`config.mk`:
```
export PLATFORM = sky130hd
export DESIGN_NAME = pipelined_addsub
export DESIGN_NICKNAME = d
export VERILOG_FILES = /design/src/rtl/pipelined_addsub.sv
export SDC_FILE = /design/constraint.sdc
export NUM_CORES = 1
export LEC_CHECK = 0
export CORE_MARGIN = 2
export CORE_UTILIZATION = 40
export CTS_CLUSTER_SIZE = 40
export DETAILED_ROUTE_END_ITERATION = 8
export DONT_BUFFER_PORTS = 1
export PLACE_DENSITY = 0.51
export REMOVE_ABC_BUFFERS = 1
export SLEW_MARGIN = 10
export SYNTH_ARGS = -nofsm -noshare
export SYNTH_HDL_FRONTEND = slang
export SYNTH_SLANG_ARGS = --single-unit
```
`constraint.sdc`:
```
create_clock -name clk -period 3.6 [get_ports clk]
set_input_delay 0.9 -clock clk [delete_from_list [all_inputs] [get_ports clk]]
set_output_delay 0.9 -clock clk [all_outputs]
set_load 0.1 [all_outputs]
```
`src/rtl/pipelined_addsub.sv`:
```
// Pipelined add/subtract: the carry chain is split into STAGES segments, one register per segment.
// Latency is STAGES cycles; the whole pipe freezes whenever the output holds a beat and ready_i is low.
module pipelined_addsub #(
  parameter int WIDTH  = 16,
  parameter int STAGES = 4
) (
`ifdef USE_POWER_PINS
  inout  wire               VPWR,
  inout  wire               VGND,
`endif
  input  logic              clk,
  input  logic              rst,
  input  logic              valid_i,
  output logic              ready_o,
  input  logic [WIDTH-1:0]  a_i,
  input  logic [WIDTH-1:0]  b_i,
  input  logic              sub_i,
  input  logic              carry_i,
  output logic              valid_o,
  input  logic              ready_i,
  output logic [WIDTH-1:0]  sum_o,
  output logic              carry_o,
  output logic              overflow_o
);

  localparam int SEG = WIDTH / STAGES;

  if (STAGES < 1 || (WIDTH % STAGES) != 0) begin : g_param_check
    $error("pipelined_addsub: WIDTH must be a non-zero multiple of STAGES");
  end

  logic advance;

  assign advance = !valid_o || ready_i;
  assign ready_o = advance;

  for (genvar k = 0; k < STAGES; k++) begin : g_stage
    localparam int LO  = k * SEG;
    localparam int REM = WIDTH - LO;

    // a_in/b_in hold only the operand bits not yet consumed; this stage's segment sits at the bottom.
    logic [REM-1:0]      a_in;
    logic [REM-1:0]      b_in;
    logic                c_in;
    logic                v_in;
    logic [SEG:0]        seg_sum;
    logic [LO+SEG-1:0]   res_d;
    logic [LO+SEG-1:0]   res_q;
    logic                c_q;
    logic                v_q;

    if (k == 0) begin : g_first
      assign a_in  = a_i;
      assign b_in  = b_i ^ {WIDTH{sub_i}};
      assign c_in  = carry_i ^ sub_i;
      assign v_in  = valid_i;
      assign res_d = seg_sum[SEG-1:0];
    end else begin : g_next
      assign a_in  = g_stage[k-1].g_skew.a_q;
      assign b_in  = g_stage[k-1].g_skew.b_q;
      assign c_in  = g_stage[k-1].c_q;
      assign v_in  = g_stage[k-1].v_q;
      assign res_d = {seg_sum[SEG-1:0], g_stage[k-1].res_q};
    end

    assign seg_sum = {1'b0, a_in[SEG-1:0]} + {1'b0, b_in[SEG-1:0]} + {{SEG{1'b0}}, c_in};

    always_ff @(posedge clk) begin
      if (rst) begin
        v_q   <= 1'b0;
        c_q   <= 1'b0;
        res_q <= '0;
      end else if (advance) begin
        v_q <= v_in;
        if (v_in) begin
          c_q   <= seg_sum[SEG];
          res_q <= res_d;
        end
      end
    end

    if (k == STAGES - 1) begin : g_last
      logic ovf_q;

      // Both operand MSBs are still present here because the MSB lives in the final segment.
      always_ff @(posedge clk) begin
        if (rst) begin
          ovf_q <= 1'b0;
        end else if (advance && v_in) begin
          ovf_q <= (a_in[REM-1] == b_in[REM-1]) && (seg_sum[SEG-1] != a_in[REM-1]);
        end
      end
    end else begin : g_skew
      logic [REM-SEG-1:0] a_q;
      logic [REM-SEG-1:0] b_q;

      always_ff @(posedge clk) begin
        if (advance && v_in) begin
          a_q <= a_in[REM-1:SEG];
          b_q <= b_in[REM-1:SEG];
        end
      end
    end
  end

  assign valid_o    = g_stage[STAGES-1].v_q;
  assign sum_o      = g_stage[STAGES-1].res_q;
  assign carry_o    = g_stage[STAGES-1].c_q;
  assign overflow_o = g_stage[STAGES-1].g_last.ovf_q;

endmodule

```
* After elaboration in Yosys (flattened, before gate mapping)
Cells that the tools add are included.
** Word-level totals
- Register bits :: 97
- Output and inout bits :: 20
- Logic and storage cells :: 42
** Cells by class
- Add/subtract/negate cells :: 8
- Equal/unequal tests :: 2
- Bitwise operators :: 2
- Reductions and logical operators :: 11
** Operators by type and width (count)
- $add A4 B4 Y5 :: 4
- $add A5 B1 Y5 :: 4
- $xor A16 B16 Y16 :: 1
- $reduce_and A2 Y1 :: 4
- $logic_and A1 B1 Y1 :: 5
- $eq A1 B1 Y1 :: 1
- $logic_not A1 Y1 :: 1
- $logic_or A1 B1 Y1 :: 1
- $ne A1 B1 Y1 :: 1
- $xor A1 B1 Y1 :: 1

* Longest topological paths before layout
Gate-level depths: netlist (run 1).
- Depth after elaboration :: 4
- Gate-level depth with buffers :: 8

* Worst setup path before layout (run 1)
OpenSTA, ideal clock, no wires.
- Kind :: input port to flip-flop
- Start :: input sub_i
- End :: register g_stage[0].c_q
- Setup time :: 0.136 ns
- Data arrival time :: 2.880 ns
- Required time :: 3.464 ns
- Slack :: 0.584 ns
- Cell stages on the path :: 8
- Path buffers :: 2
- Path through :: buf_2 -> buf_4 -> xor2_1 -> fa_1 -> fa_1 -> a21o_1 -> a2111oi_0 -> a211oi_1
** On the way
- Word-level cells in the longest chain between the ends :: 3
** RTL lines
- start, declared :: line 17 : input logic sub_i,
- $xor A16 B16 Y16 :: line 54 : assign b_in = b_i ^ {WIDTH{sub_i}};
- $add A4 B4 Y5 :: line 66 : assign seg_sum = {1'b0, a_in[SEG-1:0]} + {1'b0, b_in[SEG-1:0]} + {{SEG{1'b0}}, c_in};
- $add A5 B1 Y5 * :: line 66
- end signal, assigned :: line 76 : c_q <= seg_sum[SEG];
- end, declared :: line 49 : logic c_q;
Mark *: on every way between the ends. The rest lies on a longest branch, timed or not.
A chain may end at the register's enable or synchronous reset.

* Final worst setup path (run 1)
- Start :: register g_stage[3].v_q, in the netlist valid_o
- End :: output ready_o
** On the way
- Word-level cells in the longest chain between the ends :: 2
** RTL lines
- start, declared :: line 50 : logic v_q;
- start signal, assigned :: line 74 : v_q <= v_in;
- $logic_not A1 Y1 :: line 34 : assign advance = !valid_o || ready_i;
- $logic_or A1 B1 Y1 :: line 34
- end, declared :: line 14 : output logic ready_o,
Every way passes these cells.

==> run metrics, run 1 <==
status finished, final reports clean; most frequent cells in the layout 49 x dfxtp_1, 48 x a21oi_1, 48 x edfxtp_1; WP data arrival 1.56 ns; clock sinks 97; fin crit period 2.464 ns; FF-to-FF Start valid_o; main combinational cell family by area after synthesis compound AO/OA/AOI/OAI gates; Synth async-reset ratio 0; cell area after placement between 0.004 and 0.005 mm^2; leakage dissipation 1.491 nW; Synth Flop Type dfxtp_1; Final Core Density 0.4430; clock slew at reported path FFs 0.10 ns; Synth area leaders edfxtp_1 36%, dfxtp_1 24%, a21oi_1 5.9%, nand3_1 4.2%, fa_1 3.9%; initial antenna violation count 0; num rows 36; GRT Resource Usage Total 0.1352; Yosys top cell area share 0.3550; mux cell area share after synthesis 0; Synth Area in Simple Gates 0.08844; Final TNS setup 0 ns; Hold Vio Cnt, Final 0; Max Clk Rate between 400 and 500 MHz; Syn Area/Cell 11.73 um^2; # fillers 981; Synth Area in Compound Gates 0.1507; Die Span Y 104.8 um; first-pass GRT wire length 11.96 mm; detailed-route DRC error count 0; largest net degree at the start of global routing 60; share of layout cells above drive strength 1 0.08140; Overflow after GRT 0; flops & latches, synth 97; Hold Path Class reg2reg; final wirelength approximately 7.0 mm; critical path endpoint category output port; Yosys warnings 0; Worst setup SP type register; sequential share of the synthesized area 0.5966; DIE WIDTH 104.8 um; worst slew pin tran 0.9792 ns; worst reg2reg path depth 5; crit path kind reg2out; Design Area, Final between 0.004 and 0.005 mm^2; nets 397; Worst-Skew Late Latency 0.35 ns; Max Clock Skew between 0.01 and 0.015 ns; ant diodes 0; Tcrit/Tclk final 0.6846; Synth area leader edfxtp_1; TritonCTS Buffers 9; Initial Utilization 0.4135; hold path cells 0; pwr/cell area 486.0 mW/mm^2; GP Congestion 0.6930; adder-cell share of the synthesized area 0.07643; vias post-DR around 2400; EDFF count, synth 48; DR WL/cell 14.71 um; H-tree depth 3; critical path startpoint valid_o; Vias/cell 5.038; Hold Path End g_stage[1].g_skew.b_q[4]; worst hold start g_stage[0].g_skew.b_q[8]; vias in the first global route 2353; final setup violation count 0; Port Buf Inserts 0; Slew HR 0.3463; FF-to-FF End g_stage[1].g_skew.b_q[2]; First-pass DRT Iterations 4; Worst Path Required 2.70 ns; XOR/XNOR Fraction of Synth Area 0.04530; post-CTS setup buffer count 0; fin. max-slew vios 0; dpl hpwl approximately 4.7 mm; most common cell after layout, fill and taps aside dfxtp_1; I/O pin count 58; reg-to-reg setup timing slack roughly 1.3 ns; Core ar. between 0.009 and 0.01 mm^2; Yosys cell types 35; Longest Clk Path Bufs 2; die area around 0.011 mm^2; cts hold-fix bufs 0; Post-CTS Resized 0; VDD IR max 0.2027 mV; drt initial violations 119; area delta synth->final 7.149%; post-synthesis cell area 0.004060 mm^2; Root Buffer clkbuf_8; CTS tree done; Detail Route Antenna Nets 0; Syn Inst Count 346; RSZ-0062 raised after global routing no; Crit Path Max Fanout 10; max cap viols 0
-- worst max path at each step --
stage,endpoint
floorplan,ready_o
global placement,g_stage[0].c_q
detailed placement,g_stage[0].c_q
CTS,ready_o
global route,ready_o
finish,ready_o
-- metal layers --
layer / track usage / vias to the layer above / part of all wire
met1: 0.1997 / 1113 / 0.53
met3: 0.04492 / 4 / 0.051
met4: 0.04000 / 0 / 0.0078
li1: - / 1239 / -
met2: 0.1878 / 47 / 0.41
met5: 0 / - / 0
-- cell usage after synthesis (3+ instances only) --
| master | instances |
|---|---|
| a2111o_1 | 3 |
| a211oi_1 | 7 |
| a21o_1 | 4 |
| a21oi_1 | 48 |
| buf_2 | 10 |
| clkbuf_1 | 10 |
| dfxtp_1 | 49 |
| edfxtp_1 | 48 |
| fa_1 | 8 |
| ha_1 | 12 |
| inv_1 | 12 |
| inv_2 | 3 |
| nand2_1 | 7 |
| nand2b_1 | 5 |
| nand3_1 | 34 |
| nand4b_1 | 4 |
| o21ai_0 | 32 |
| o221ai_1 | 5 |
| or2_1 | 4 |
| xnor2_1 | 4 |
| xor2_1 | 17 |
-- cell type report --
type                       instances  area [um^2]  area share
clock buffer                      10        127.6     0.02934
tap                              133        166.4     0.03825
timing repair buffer               6        45.04     0.01035
sequential                        97         2422      0.5568
multi-input combinational        210         1465      0.3368
clock inverter                     6        67.56     0.01553
inverter                          15        56.30     0.01294
-- stage by stage --
stage	worst slack, ns	hold slack (ns)	cells	power, mW
after floorplan	0.6149	0.4003	322	1.394
after global placement	0.8824	0.4035	461	1.435
after detailed placement	0.7956	0.4045	461	1.437
after CTS	1.101	0.4195	477	2.137
after global routing	1.067	0.4206	477	2.205
final	1.136	0.4140	477	2.114
-- kinds of logic (layout without fill, tap and decap cells) --
kind of cell             count (synthesis)  in the layout
flip-flops                              97             97
AND/OR/NAND/NOR                         65             65
XOR/XNOR                                21             21
buffers and inverters                   39             37
AO/OA/AOI/OAI                          104            104
adder cells (fa/ha/maj)                 20             20
-- critical path: stages, from the launching register on --
cell	delay, ns
dfxtp_1	0.31
buf_4	0.22
nor2b_4	0.17
inv_2	0.50
-- sequential cells by signal, indices dropped and copies added (netlist names) --
register            cells
g_stage.g_skew.a_q     24
g_stage.g_skew.b_q     24
g_stage.res_q          24
sum_o                  16
g_stage.c_q             3
g_stage.v_q             3
carry_o                 1
overflow_o              1
valid_o                 1
-- report_power, final --
group / total, mW / internal [mW] / leakage [nW] / switching (mW)
sequential: 1.25 / 1.22 / 0.856 / 0.0387
combinational: 0.156 / 0.0677 / 0.540 / 0.0882
clock: 0.704 / 0.325 / 0.0945 / 0.380
total: 2.11 / 1.61 / 1.49 / 0.507
Note: power is estimated with default switching activity, not from simulation.
==> run 2: changes to the inputs <==
PLACE_DENSITY = 0.53   (was 0.51)
clock period = 2 ns   (was 3.6 ns; I/O delays follow)
==> run metrics, run 2 (synthesis results as in run 1) <==
Levels on crit path 6 (+3); vias in the first global route 2424 (+3.0%); fin crit period 1.839 ns; pwr/cell area 855.7 mW/mm^2 (+76%); setup ws final 0.1609 ns (-0.9747 ns); Max Clk Rate 543.7 MHz; most common cell after layout, fill and taps aside dfxtp_1; cts hold-fix bufs 0 (unchanged); Crit Path Max Fanout 17 (+7); critical path endpoint category register; Final TNS setup 0 ns (unchanged); share of layout cells above drive strength 1 0.1475 (+0.06615); Initial Utilization 0.4135 (unchanged); Port Buf Inserts 0 (unchanged); area delta synth->final 12.33%; TritonCTS Buffers 9 (unchanged); hold path cells 1 (+1); final setup violation count 0 (unchanged); DR WL/cell 13.71 um (-6.8%); crit path kind in2reg; die area 0.01097 mm^2 (unchanged); VDD IR max 0.4146 mV (+100%); I/O pin count 58 (unchanged); Hold Vio Cnt, Final 0 (unchanged); Longest Clk Path Bufs 2 (unchanged); nets 419 (+5.5%); clock sinks 97 (unchanged); Die Span Y 104.8 um (unchanged); H-tree depth 3 (unchanged); RSZ-0062 raised after global routing no; FF-to-FF End carry_o; max cap viols 0 (unchanged); Root Buffer clkbuf_8; drt initial violations 180 (+51%); CP Buf/Inv Count 0 (-2); biggest regs g_stage.g_skew.a_q x24, g_stage.g_skew.b_q x24, g_stage.res_q x24; Post-CTS Resized 0 (unchanged); Max Clock Skew 0.008578 ns (-0.002962 ns); Hold Path End carry_o; Overflow after GRT 0 (unchanged); Worst setup SP type input port; detailed-route DRC error count 0 (unchanged); most frequent cells in the layout 49 x dfxtp_1, 48 x a21oi_1, 48 x edfxtp_1; GRT Resource Usage Total 0.1330 (-0.002240); fin. max-slew vios 0 (unchanged); CP Cell Sequence xor2_1, fa_2, fa_1, a21o_1, a2111oi_2, a211oi_1; GP Congestion 0.7220 (+4.2%); leakage dissipation 1.636 nW (+9.7%); Hold Path Class in2reg; FF-to-FF Start g_stage[2].g_skew.a_q[0]; status finished, final reports clean; CP delay by family, top adder cells; post-CTS setup buffer count 0 (unchanged); vias post-DR 2501 (+4.1%); worst reg2reg path depth 5 (unchanged); Tcrit/Tclk final 0.9195; DIE WIDTH 104.8 um (unchanged); reg-to-reg setup timing slack 0.23 ns (-1.08 ns); first-pass GRT wire length 11.79 mm (-1.5%); WP data arrival 2.08 ns (+0.52 ns); num rows 36 (unchanged); First-pass DRT Iterations 4 (unchanged); Detail Route Antenna Nets 0 (unchanged); final wirelength 6.842 mm (-2.5%); ant diodes 0 (unchanged); cell area after placement 0.004333 mm^2 (+4.3%); Worst-Skew Late Latency 0.35 ns (about the same); Slew HR 0.6452 (+0.2989); worst slew pin tran 0.5315 ns (-0.4477 ns); dpl hpwl 4.617 mm (-0.89%); # fillers 939 (-4.3%); Core ar. 0.009819 mm^2 (unchanged); Design Area, Final 0.004561 mm^2 (+4.8%); slowest CP cell fa_1; Vias/cell 5.012 (-0.51%); pre-CTS WS -0.3349 ns (-1.130 ns); clock slew at reported path FFs 0.09 ns (about the same); slowest stage delay, CP 0.40 ns (-0.10 ns); worst hold start rst; initial antenna violation count 0 (unchanged); CTS tree done; largest net degree at the start of global routing 60 (unchanged); Worst Path Required 2.24 ns (-0.46 ns)
==> run 2: changes by cell type in the layout (fill, tap and decap cells not counted), sizes merged <==
cell,delta
clkbuf,+2
buf,+22
clkinvlp,-1
inv,-1
==> run 2: layout make-up <==
class                   count  area [um^2]  share of cell area
inverters                  15        56.30             0.01235
repair buffers             28        222.7             0.04883
clock inverters             4        48.80             0.01070
multi-input cells         210         1474              0.3232
clock buffers              12        170.2             0.03731
well taps                 133        166.4             0.03649
flip-flops and latches     97         2422              0.5311
==> run 2: layer usage <==
| metal | track usage | part of all wire |
|---|---|---|
| met5 | 0 | 0 |
| met3 | 0.02745 | 0.042 |
| met4 | 0.06286 | 0.022 |
| met1 | 0.1903 | 0.51 |
| met2 | 0.1925 | 0.43 |
==> run 2: how the worst max path moves through the flow <==
| stage | start | to | slack (ns) |
|---|---|---|---|
| floorplan | valid_o | g_stage[1].res_q[4] | -0.93 |
| global route | sub_i | g_stage[0].c_q | 0.06 |
| finish | sub_i | g_stage[0].c_q | 0.16 |
| CTS | sub_i | g_stage[0].c_q | 0.04 |
| global placement | sub_i | g_stage[0].c_q | -0.28 |
| detailed placement | sub_i | g_stage[0].c_q | -0.33 |
==> run 2: power by group <==
part / internal, mW / switching (mW) / leakage [nW]
Combinational: 0.134 / 0.189 / 0.665
Clock: 0.701 / 0.652 / 0.115
Sequential: 2.19 / 0.0395 / 0.856
Total: 3.02 / 0.881 / 1.64
==> run 2: per-stage QoR <==
| stage | hold WS (ns) | instances | total power, mW | utilization |
|---|---|---|---|---|
| 2_1_floorplan | 0.4003 | 322 | 2.508 | - |
| 4_1_cts | 0.1992 | 499 | 3.939 | 0.4636 |
| 3_3_place_gp | 0.4028 | 483 | 2.590 | 0.4413 |
| 5_1_grt | 0.1973 | 499 | 4.074 | 0.4645 |
| 3_5_place_dp | 0.4045 | 483 | 2.597 | 0.4413 |
| 6_report | 0.2224 | 499 | 3.903 | 0.4645 |
